$ cat src/rtl/mpeg2_pkg.sv
// Shared MPEG2 decoder constants: block size, loader states and scan tables.
// Tables map scan index to raster address (row*8 + col).
package mpeg2_pkg;

  localparam int NCOEF = 64;
  localparam int IDX_W = $clog2(NCOEF);

  typedef enum logic [2:0] {
    IDLE,
    ZERO,
    FILL,
    START,
    BUSY
  } state_t;

  localparam logic [IDX_W-1:0] ZZ [NCOEF] = '{
    6'd0,  6'd1,  6'd8,  6'd16, 6'd9,  6'd2,  6'd3,  6'd10,
    6'd17, 6'd24, 6'd32, 6'd25, 6'd18, 6'd11, 6'd4,  6'd5,
    6'd12, 6'd19, 6'd26, 6'd33, 6'd40, 6'd48, 6'd41, 6'd34,
    6'd27, 6'd20, 6'd13, 6'd6,  6'd7,  6'd14, 6'd21, 6'd28,
    6'd35, 6'd42, 6'd49, 6'd56, 6'd57, 6'd50, 6'd43, 6'd36,
    6'd29, 6'd22, 6'd15, 6'd23, 6'd30, 6'd37, 6'd44, 6'd51,
    6'd58, 6'd59, 6'd52, 6'd45, 6'd38, 6'd31, 6'd39, 6'd46,
    6'd53, 6'd60, 6'd61, 6'd54, 6'd47, 6'd55, 6'd62, 6'd63
  };

  localparam logic [IDX_W-1:0] ALT [NCOEF] = '{
    6'd0,  6'd8,  6'd16, 6'd24, 6'd1,  6'd9,  6'd2,  6'd10,
    6'd17, 6'd25, 6'd32, 6'd40, 6'd48, 6'd56, 6'd57, 6'd49,
    6'd41, 6'd33, 6'd26, 6'd18, 6'd3,  6'd11, 6'd4,  6'd12,
    6'd19, 6'd27, 6'd34, 6'd42, 6'd50, 6'd58, 6'd35, 6'd43,
    6'd51, 6'd59, 6'd20, 6'd28, 6'd5,  6'd13, 6'd6,  6'd14,
    6'd21, 6'd29, 6'd36, 6'd44, 6'd52, 6'd60, 6'd37, 6'd45,
    6'd53, 6'd61, 6'd22, 6'd30, 6'd7,  6'd15, 6'd23, 6'd31,
    6'd38, 6'd46, 6'd54, 6'd62, 6'd39, 6'd47, 6'd55, 6'd63
  };

endpackage

$ cat src/rtl/scan_rom.sv
// Scan index to raster address lookup, zigzag or alternate scan.
// Purely combinational; also used by the encoder bench model.
module scan_rom
  import mpeg2_pkg::*;
(
  input  logic [IDX_W-1:0] idx,
  input  logic             alt,
  output logic [IDX_W-1:0] addr
);

  // table select
  assign addr = alt ? ALT[idx] : ZZ[idx];

endmodule

$ cat src/rtl/coef_loader.sv
// De-zigzags (run, level, eob) symbols into 64 IDCT coefficient writes.
// ALT_SCAN_EN adds alt_scan to select the alternate scan per block.
module coef_loader
  import mpeg2_pkg::*;
#(
  parameter int LVL_W = 8
) (
  input  logic             clk,
  input  logic             reset_n,
  input  logic             sym_valid,
  output logic             sym_ready,
  input  logic [IDX_W-1:0] run,
  input  logic [LVL_W-1:0] level,
  input  logic             eob,
`ifdef ALT_SCAN_EN
  input  logic             alt_scan,
`endif
  input  logic             idct_rdy,
  output logic [IDX_W-1:0] iaddr,
  output logic [LVL_W-1:0] idata,
  output logic             iwren,
  output logic             en,
  output logic             err
);

  state_t           state, state_n;
  logic [IDX_W:0]   pos, pos_n;
  logic [IDX_W-1:0] zcnt, zcnt_n;
  logic [LVL_W-1:0] lvl_q, lvl_n;
  logic             ovf_q, ovf_n;
  logic             err_n;
  logic             alt_q, alt_n;
  logic             alt_in;
  logic             wr;
  logic [LVL_W-1:0] wr_data;
  logic             en_n;
  logic [IDX_W-1:0] raddr;
  logic [IDX_W+1:0] sum;
  logic             accept;
  logic             ovf;
  logic             last;
  logic             full;

`ifdef ALT_SCAN_EN
  assign alt_in = alt_scan;
`else
  assign alt_in = 1'b0;
`endif

  assign accept = sym_valid & sym_ready;
  assign sum    = (IDX_W+2)'(pos) + (IDX_W+2)'(run);
  assign ovf    = sum > (IDX_W+2)'(NCOEF-1);
  assign last   = pos == (IDX_W+1)'(NCOEF-1);
  assign full   = pos == (IDX_W+1)'(NCOEF);

  scan_rom u_rom (
    .idx  (pos[IDX_W-1:0]),
    .alt  (alt_q),
    .addr (raddr)
  );

  // next-state, write decision and handshake
  always_comb begin
    state_n   = state;
    pos_n     = pos;
    zcnt_n    = zcnt;
    lvl_n     = lvl_q;
    ovf_n     = ovf_q;
    err_n     = err;
    alt_n     = alt_q;
    wr        = 1'b0;
    wr_data   = '0;
    en_n      = 1'b0;
    sym_ready = 1'b0;
    unique case (state)
      IDLE: begin
        sym_ready = idct_rdy;
        if (accept) begin
          if (pos == '0)
            alt_n = alt_in;
          if (eob) begin
            state_n = FILL;
          end else if (ovf) begin
            err_n   = 1'b1;
            ovf_n   = 1'b1;
            state_n = FILL;
          end else if (run != '0) begin
            zcnt_n  = run;
            lvl_n   = level;
            state_n = ZERO;
          end else begin
            wr      = 1'b1;
            wr_data = level;
            pos_n   = pos + (IDX_W+1)'(1);
            if (last)
              state_n = START;
          end
        end
      end
      ZERO: begin
        if (idct_rdy) begin
          wr    = 1'b1;
          pos_n = pos + (IDX_W+1)'(1);
          if (zcnt != '0) begin
            zcnt_n = zcnt - IDX_W'(1);
          end else begin
            wr_data = lvl_q;
            state_n = last ? START : IDLE;
          end
        end
      end
      FILL: begin
        if (full) begin
          state_n = START;
        end else if (idct_rdy) begin
          wr    = 1'b1;
          pos_n = pos + (IDX_W+1)'(1);
        end
      end
      START: begin
        en_n    = 1'b1;
        pos_n   = '0;
        ovf_n   = 1'b0;
        state_n = BUSY;
        if (!ovf_q)
          err_n = 1'b0;
      end
      BUSY: begin
        if (idct_rdy && !en)
          state_n = IDLE;
      end
      default: state_n = IDLE;
    endcase
  end

  // state and registered IDCT-side outputs
  always_ff @(posedge clk or negedge reset_n) begin
    if (!reset_n) begin
      state <= IDLE;
      pos   <= '0;
      zcnt  <= '0;
      lvl_q <= '0;
      ovf_q <= 1'b0;
      alt_q <= 1'b0;
      err   <= 1'b0;
      en    <= 1'b0;
      iwren <= 1'b0;
      iaddr <= '0;
      idata <= '0;
    end else begin
      state <= state_n;
      pos   <= pos_n;
      zcnt  <= zcnt_n;
      lvl_q <= lvl_n;
      ovf_q <= ovf_n;
      alt_q <= alt_n;
      err   <= err_n;
      en    <= en_n;
      iwren <= wr;
      if (wr) begin
        iaddr <= raddr;
        idata <= wr_data;
      end
    end
  end

endmodule

$ cat config.mk
export PLATFORM = sky130hd
export DESIGN_NAME = coef_loader
export DESIGN_NICKNAME = d
export VERILOG_FILES = /design/src/rtl/mpeg2_pkg.sv /design/src/rtl/scan_rom.sv /design/src/rtl/coef_loader.sv
export SDC_FILE = /design/constraint.sdc
export NUM_CORES = 1
export LEC_CHECK = 0
export ABC_CLOCK_PERIOD_IN_PS = 2800
export BUFFER_PORTS_ARGS = -buffer_cell sky130_fd_sc_hd__buf_2
export CORE_UTILIZATION = 50
export CTS_CLUSTER_SIZE = 24
export DETAILED_ROUTE_END_ITERATION = 12
export PLACE_DENSITY = 0.7
export SLEW_MARGIN = 20
export SYNTH_ARGS = -nofsm -noshare
export SYNTH_HDL_FRONTEND = slang
export SYNTH_SLANG_ARGS = --single-unit
$ cat constraint.sdc
create_clock -name clk -period 2.8 [get_ports clk]
set_clock_uncertainty 0.1 [all_clocks]
set_input_delay 0.14 -clock clk [delete_from_list [all_inputs] [get_ports clk]]
set_output_delay 0.14 -clock clk [all_outputs]
set_load 0.01 [all_outputs]
Word level (Yosys, flattened, before mapping)
Memories as Yosys holds them, arrays and structs flattened. A register that Yosys moved wholly into a read port is not among the register bits.
Index checks and enable logic that the tools add are counted.

operators by class
  $add $sub $neg = 3
  magnitude comparators = 1
  equality and inequality tests = 20
  muxes and demuxes = 47
  bitwise logic cells = 4
  reductions and logical operators = 15

operator list
  kind                                                                             count
  8-bit two-way mux                                                                6
  7-bit two-way mux                                                                6
  6-bit two-way mux                                                                6
  7-bit case mux with 4 select lines                                               1
  3-bit two-way mux                                                                9
  2-bit != test, second input constant                                             13
  8-bit case mux with 2 select lines                                               1
  3-bit case mux with 5 select lines                                               1
  1-bit two-way mux                                                                12
  6-bit case mux with 2 select lines                                               1
  6-bit AND reduction                                                              2
  6-bit nonzero test                                                               2
  5-bit AND reduction                                                              2
  7-bit by 6-bit adder with 8-bit output                                           1
  8-bit by 6-bit greater-than comparator with 1-bit output, second input constant  1
  7-bit by 1-bit adder with 7-bit output, second input constant                    1
  7-bit by 6-bit == test with 1-bit output, second input constant                  1
  7-bit == test, second input constant                                             1
  6-bit NOT with 7-bit output                                                      1
  7-bit AND reduction                                                              1
  3-bit by 2-bit == test with 1-bit output, second input constant                  2
  6-bit by 1-bit subtractor with 6-bit output, second input constant               1
  5-bit != test, second input constant                                             1
  1-bit case mux with 2 select lines                                               2
  other kinds (12)                                                                 15

word-level totals
  bits in registers = 36
  ROM bits = 384
  word-level logic and storage cells = 100
  memories = 1

memory list
  name              words  bits a word  rd ports  clocked after Yosys merged registers in  write ports  line            text
  (name not given)  64     6            1         1                                        0            scan_rom.sv:12  assign addr = alt ? ALT[idx] : ZZ[idx];

Logic depth before layout (Yosys ltp)
  depth in word-level cells = 7
  gate-level depth with buffers = 9

Hierarchy
From an unflattened synthesis, not the netlist that was laid out.

second synthesis, totals
  cell total of the unflattened synthesis = 399
  area total of the unflattened synthesis = 3372.0 um2

by module, submodules not included
  module       times used  cells an instance  area each (um2)  sequential area each (um2)
  coef_loader  1           246                2328.5           1051.0
  scan_rom     1           153                1043.5           0.0

Worst setup path before layout
No wires, ideal clock.

  kind = reg2reg
  start point = register pos[0]
  end point = register iaddr[1]
  arrival time = 2.326 ns
  data required time = 2.575 ns
  path slack = 0.249 ns
  cell stages (with the launch flop) = 9
  period minus slack after synthesis = 2.551 ns
  cell sequence = dfrtp_1 > clkbuf_1 > inv_1 > ha_1 > clkbuf_1 > xnor2_1 > a21oi_1 > mux4_2 > mux2_4

on the way
  word-level cells in the longest chain between the ends = 6
  elaborated cells on any way between the ends = 9
  those cells by class = add/sub (1); order compare (1); eq/ne (1); mux (5); bitwise (1)

ends and longest elaborated chain
  item                                                      line                text
  start: declaration                                        coef_loader.sv:27   logic [IDX_W:0] pos, pos_n;
  start signal: assignment                                  coef_loader.sv:152  pos <= pos_n;
  7-bit by 6-bit adder with 8-bit output                    coef_loader.sv:51   assign sum = (IDX_W+2)'(pos) + (IDX_W+2)'(run);
  8-bit by 6-bit greater-than comparator with 1-bit output  coef_loader.sv:52   assign ovf = sum > (IDX_W+2)'(NCOEF-1);
  1-bit two-way mux                                         coef_loader.sv:83   end else if (ovf) begin
  1-bit two-way mux                                         coef_loader.sv:81   if (eob) begin
  1-bit two-way mux                                         coef_loader.sv:78   if (accept) begin
  1-bit case mux with 3 select lines                        coef_loader.sv:75   unique case (state)
  end signal: assignment                                    coef_loader.sv:161  iaddr <= raddr;
  end: declaration                                          coef_loader.sv:19   output logic [IDX_W-1:0] iaddr,

Several ways; a longest one is shown, not always the timed one.
A chain may end at the register's enable or synchronous reset.

Worst setup path after layout
  start point = register pos[4]
  end point = register pos[5]

on the way
  word-level cells in the longest chain between the ends = 6
  elaborated cells on any way between the ends = 14
  those cells by class = add/sub (2); order compare (1); eq/ne (3); mux (7); reduce/logical (1)

ends and longest elaborated chain
  item
  branches (longest 6 deep; another with 7-bit by 6-bit adder with 8-bit output)

Parallel ways; which one is timed is not known. The select of a mux whose other input is x is not followed.

==> impl_metrics.prom <==
# TYPE chip_impl_metric gauge
chip_impl_info{name="outcome",value="complete, no violations"} 1
chip_impl_metric{name="core",unit="sq um"} 5642
chip_impl_metric{name="postSynthRegisterBits",unit=""} 42
chip_impl_metric{name="gr-usage-met2",unit="%"} 42.33
chip_impl_metric{name="grt_antenna_before_repair",unit=""} 0
chip_impl_info{name="leading_cell_type_in_the_layout_fill_and_taps_excluded",value="dfrtp_1"} 1
chip_impl_metric{name="final_hold_viol_count",unit=""} 0
chip_impl_metric{name="grt_util_met3",unit="%"} 4.598
chip_impl_metric{name="path_max_fanout",unit=""} 5
chip_impl_metric{name="min_period_over_period",unit="%"} 92.67
chip_impl_info{name="startpoint_type",value="flop"} 1
chip_impl_info{name="ys.flop_type",value="dfrtp_1"} 1
chip_impl_metric{name="drive_above_1_share",unit="%"} 25.14
chip_impl_metric{name="netlist-cell-type-count",unit=""} 61
chip_impl_metric{name="post-place-cells",unit=""} 421
chip_impl_metric{name="die_width",unit="um"} 79.32
chip_impl_metric{name="power.leakage",unit="uW"} 0.001619
chip_impl_metric{name="io_pins",unit=""} 37
chip_impl_info{name="timing.rr.start",value="pos[4]$_DFFE_PN0P_"} 1
chip_impl_info{name="min-delay-start",value="run[1]"} 1
chip_impl_info{name="setup_repair_after_global_routing_missed_its_margin",value="no"} 1
chip_impl_info{name="criticalPathCategory",value="reg2reg"} 1
chip_impl_metric{name="cp_num_buf_inv",unit=""} 0
chip_impl_metric{name="worst-slew-pin-transition",unit="ns"} 0.9438
chip_impl_metric{name="overall_routing_resource_usage",unit="%"} 25.58
chip_impl_metric{name="place_congestion",unit=""} 0.8281
chip_impl_metric{name="fin_tns_setup",unit="ns"} 0
chip_impl_metric{name="via_count",unit=""} 2676
chip_impl_metric{name="detail_route.wl_per_cell",unit="um"} 17.00
chip_impl_metric{name="start_util",unit="%"} 52.98
chip_impl_info{name="layout.cells.most_common_list",value="dfrtp_1, buf_2, o21ai_0"} 1
chip_impl_metric{name="drv_slew",unit=""} 0
chip_impl_metric{name="vdd.ir_drop.worst",unit="mV"} 0.6435
chip_impl_metric{name="postSynthNetCount",unit=""} 357
chip_impl_metric{name="layout.core_utilization",unit="%"} 61.79
chip_impl_metric{name="stdcell_count",unit=""} 438
chip_impl_metric{name="clkSinkCount",unit=""} 42
chip_impl_metric{name="clock_latency_reported_for_the_late_side_of_the_worst_skew_pair",unit="ns"} 0.30
chip_impl_metric{name="detail_route.first_pass.iterations",unit=""} 4
chip_impl_info{name="critPathCaptureType",value="flop"} 1
chip_impl_metric{name="achievable-frequency",unit="MHz"} 385.4
chip_impl_metric{name="met1_usage",unit="%"} 33.55
chip_impl_metric{name="dp_hpwl",unit="um"} 5315
chip_impl_metric{name="reg2reg_setup_slack",unit="ns"} 0.21
chip_impl_metric{name="setup_failing_eps_final",unit=""} 0
chip_impl_info{name="clock_tree_from_tritoncts",value="yes"} 1
chip_impl_metric{name="synth-edff-count",unit=""} 0
chip_impl_metric{name="grt_pass1_wl",unit="um"} 12400
chip_impl_info{name="timing.hold.worst_endpoint",value="zcnt[1]$_DFFE_PN0P_"} 1
chip_impl_metric{name="numPortBuffers",unit=""} 36
chip_impl_metric{name="logic_depth_of_the_worst_register_to_register_path",unit=""} 6
chip_impl_metric{name="period_minus_slack",unit="ns"} 2.595
chip_impl_metric{name="dieArea",unit="sq um"} 6292
chip_impl_metric{name="cp_data_arrival_time",unit="ns"} 2.70
chip_impl_info{name="crit_path_cell_trace",value="ha_1 -> a21o_1 -> a211o_1 -> o31a_1 -> or4_1 -> o31ai_1"} 1
chip_impl_metric{name="finalNetCount",unit=""} 406
chip_impl_metric{name="final_antenna_net_count",unit=""} 0
chip_impl_metric{name="numCtsBuffers",unit=""} 5
chip_impl_info{name="timing.critical_path.max_delay_family",value="compound AO/OA/AOI/OAI gates"} 1
chip_impl_metric{name="clock_transition_time_at_the_flip_flop_clock_pins_of_the_worst_setup_and_hold_paths",unit="ns"} 0.08
chip_impl_metric{name="slew-limit-headroom",unit="%"} 37.08
chip_impl_metric{name="yosysWarnings",unit=""} 0
chip_impl_metric{name="synth_area_per_cell",unit="sq um"} 9.459
chip_impl_metric{name="largest_net_degree_at_the_start_of_global_routing",unit=""} 43
chip_impl_metric{name="worst_ep_required_time",unit="ns"} 2.90
chip_impl_metric{name="netlist.area_leader.share",unit="%"} 35.16
chip_impl_info{name="gr-max-usage-layer",value="met2"} 1
chip_impl_metric{name="first_global_vias",unit=""} 2602
chip_impl_info{name="slowest_stage",value="or4_1"} 1
chip_impl_metric{name="cts_post_setup_buffers_inserted",unit=""} 0
chip_impl_metric{name="worst_hold_slack",unit="ns"} 0.08126
chip_impl_metric{name="yosysSeqAreaShare",unit="%"} 35.16
chip_impl_metric{name="routed_via_density",unit=""} 6.110
chip_impl_info{name="clock-root-buffer",value="clkbuf_8"} 1
chip_impl_metric{name="cts_htree_levels",unit=""} 2
chip_impl_metric{name="signed_area_change_from_the_synthesized_netlist_to_the_final_layout",unit="%"} 16.62
chip_impl_metric{name="max-clock-path-buffers",unit=""} 2
chip_impl_metric{name="rows",unit=""} 27
chip_impl_metric{name="powerDensity",unit="nW/um^2"} 1064
chip_impl_metric{name="timing.hold.worst_path_depth",unit=""} 3
chip_impl_metric{name="n_antenna_cell",unit=""} 0
chip_impl_info{name="hold_class",value="in2reg"} 1
chip_impl_metric{name="synth_async_sr_flop_share",unit="%"} 100.0
chip_impl_metric{name="drc",unit=""} 0
chip_impl_info{name="rr_endpoint",value="pos[5]$_DFFE_PN0P_"} 1
chip_impl_metric{name="synthesis.instances",unit=""} 316
chip_impl_metric{name="netlist_area",unit="sq um"} 2989
chip_impl_metric{name="crit_path_max_incr_delay",unit="ns"} 0.57
chip_impl_metric{name="max-cap-violations",unit=""} 0
chip_impl_metric{name="first_iter_violations",unit=""} 116
chip_impl_info{name="synth_top_area_cell",value="dfrtp_1"} 1
chip_impl_metric{name="wirelength",unit="um"} 7445
chip_impl_metric{name="grt.overflow.total",unit=""} 0
chip_impl_metric{name="die_h",unit="um"} 79.32
chip_impl_info{name="post_synth_main_area_contributors",value="dfrtp_1, ha_1, mux2_2"} 1
-- metrics by stage --
stage	power (uW)	cell area (sq um)	setup WS, ns
2_1_floorplan	2656	2989	0.2493
3_3_place_gp	3218	3297	0.1746
3_5_place_dp	3291	3297	0.09842
4_1_cts	3723	3481	0.06457
5_1_grt	4050	3486	0.03425
6_report	3710	3486	0.2053
-- routing by layer --
metal	part of all wire, %	up-vias
li1	-	1290
met1	44	1284
met2	49	85
met3	4.7	17
met4	2.0	0
met5	0	-
-- worst max-delay path by stage --
stage	startpoint	endpoint	slack [ns]	depth (start not counted)
global placement	pos[4]$_DFFE_PN0P_	idata[2]$_DFFE_PN0P_	0.17	6
finish	pos[4]$_DFFE_PN0P_	pos[5]$_DFFE_PN0P_	0.21	6
CTS	pos[4]$_DFFE_PN0P_	idata[3]$_DFFE_PN0P_	0.06	6
floorplan	pos[0]$_DFFE_PN0P_	iaddr[1]$_DFFE_PN0P_	0.25	8
global route	zcnt[0]$_DFFE_PN0P_	zcnt[0]$_DFFE_PN0P_	0.03	8
detailed placement	pos[4]$_DFFE_PN0P_	idata[1]$_DFFE_PN0P_	0.1	6
-- worst register-to-register path, delay by kind of cell (launching register included) --
family	cells	cell delay (ns)
adders and majority gates	1	0.30
and+or+nand+nor	1	0.57
AOI/OAI and AO/OA	4	1.12
DFF	1	0.40
-- kinds of logic after synthesis --
logic type      Yosys count  share of synthesized area (%)
compound gates           91                          20.76
xor+xnor                  1                         0.2931
fa+ha+maj                22                          9.209
buf+inv                  30                          4.269
flops                    42                          35.16
mux                      25                          10.92
simple gates            105                          19.38
-- where the power goes --
part / internal, uW / switching [uW]
clock network: 180 / 230
logic: 1020 / 1270
registers: 841 / 173
-- what timing repair did --
item | 4_1_cts | 5_1_grt
hold buffers | 9 | 0
resized for setup | 0 | 1
setup endpoints to repair | 0 | 8
hold endpoints to repair | 58 | 0
-- synth_stat cells (10+ instances only) --
library cell and count:
inv_1 10, o21ai_0 23, clkbuf_1 17, nand2_1 18, a21oi_1 18, nor3_1 11, ha_1 22, mux2_2 11
nor2_1 17, dfrtp_1 42
-- sequential cells by signal, indices dropped and copies added, names as in the netlist --
signal and count:
lvl_q 8, en 1, zcnt 6, pos 7
iaddr 6, err 1, idata 8, iwren 1
state 3, ovf_q 1
-- area by class of cell --
class                      instances  area [sq um]
fill                             499          2156
multi-input combinational        244          1815
sequential                        42          1051
timing repair buffer              62         397.9
tap                               72         90.09
clock buffer                       5         68.82
inverter                          10         37.54
clock inverter                     3         25.02
(Power assumes the default switching activity.)
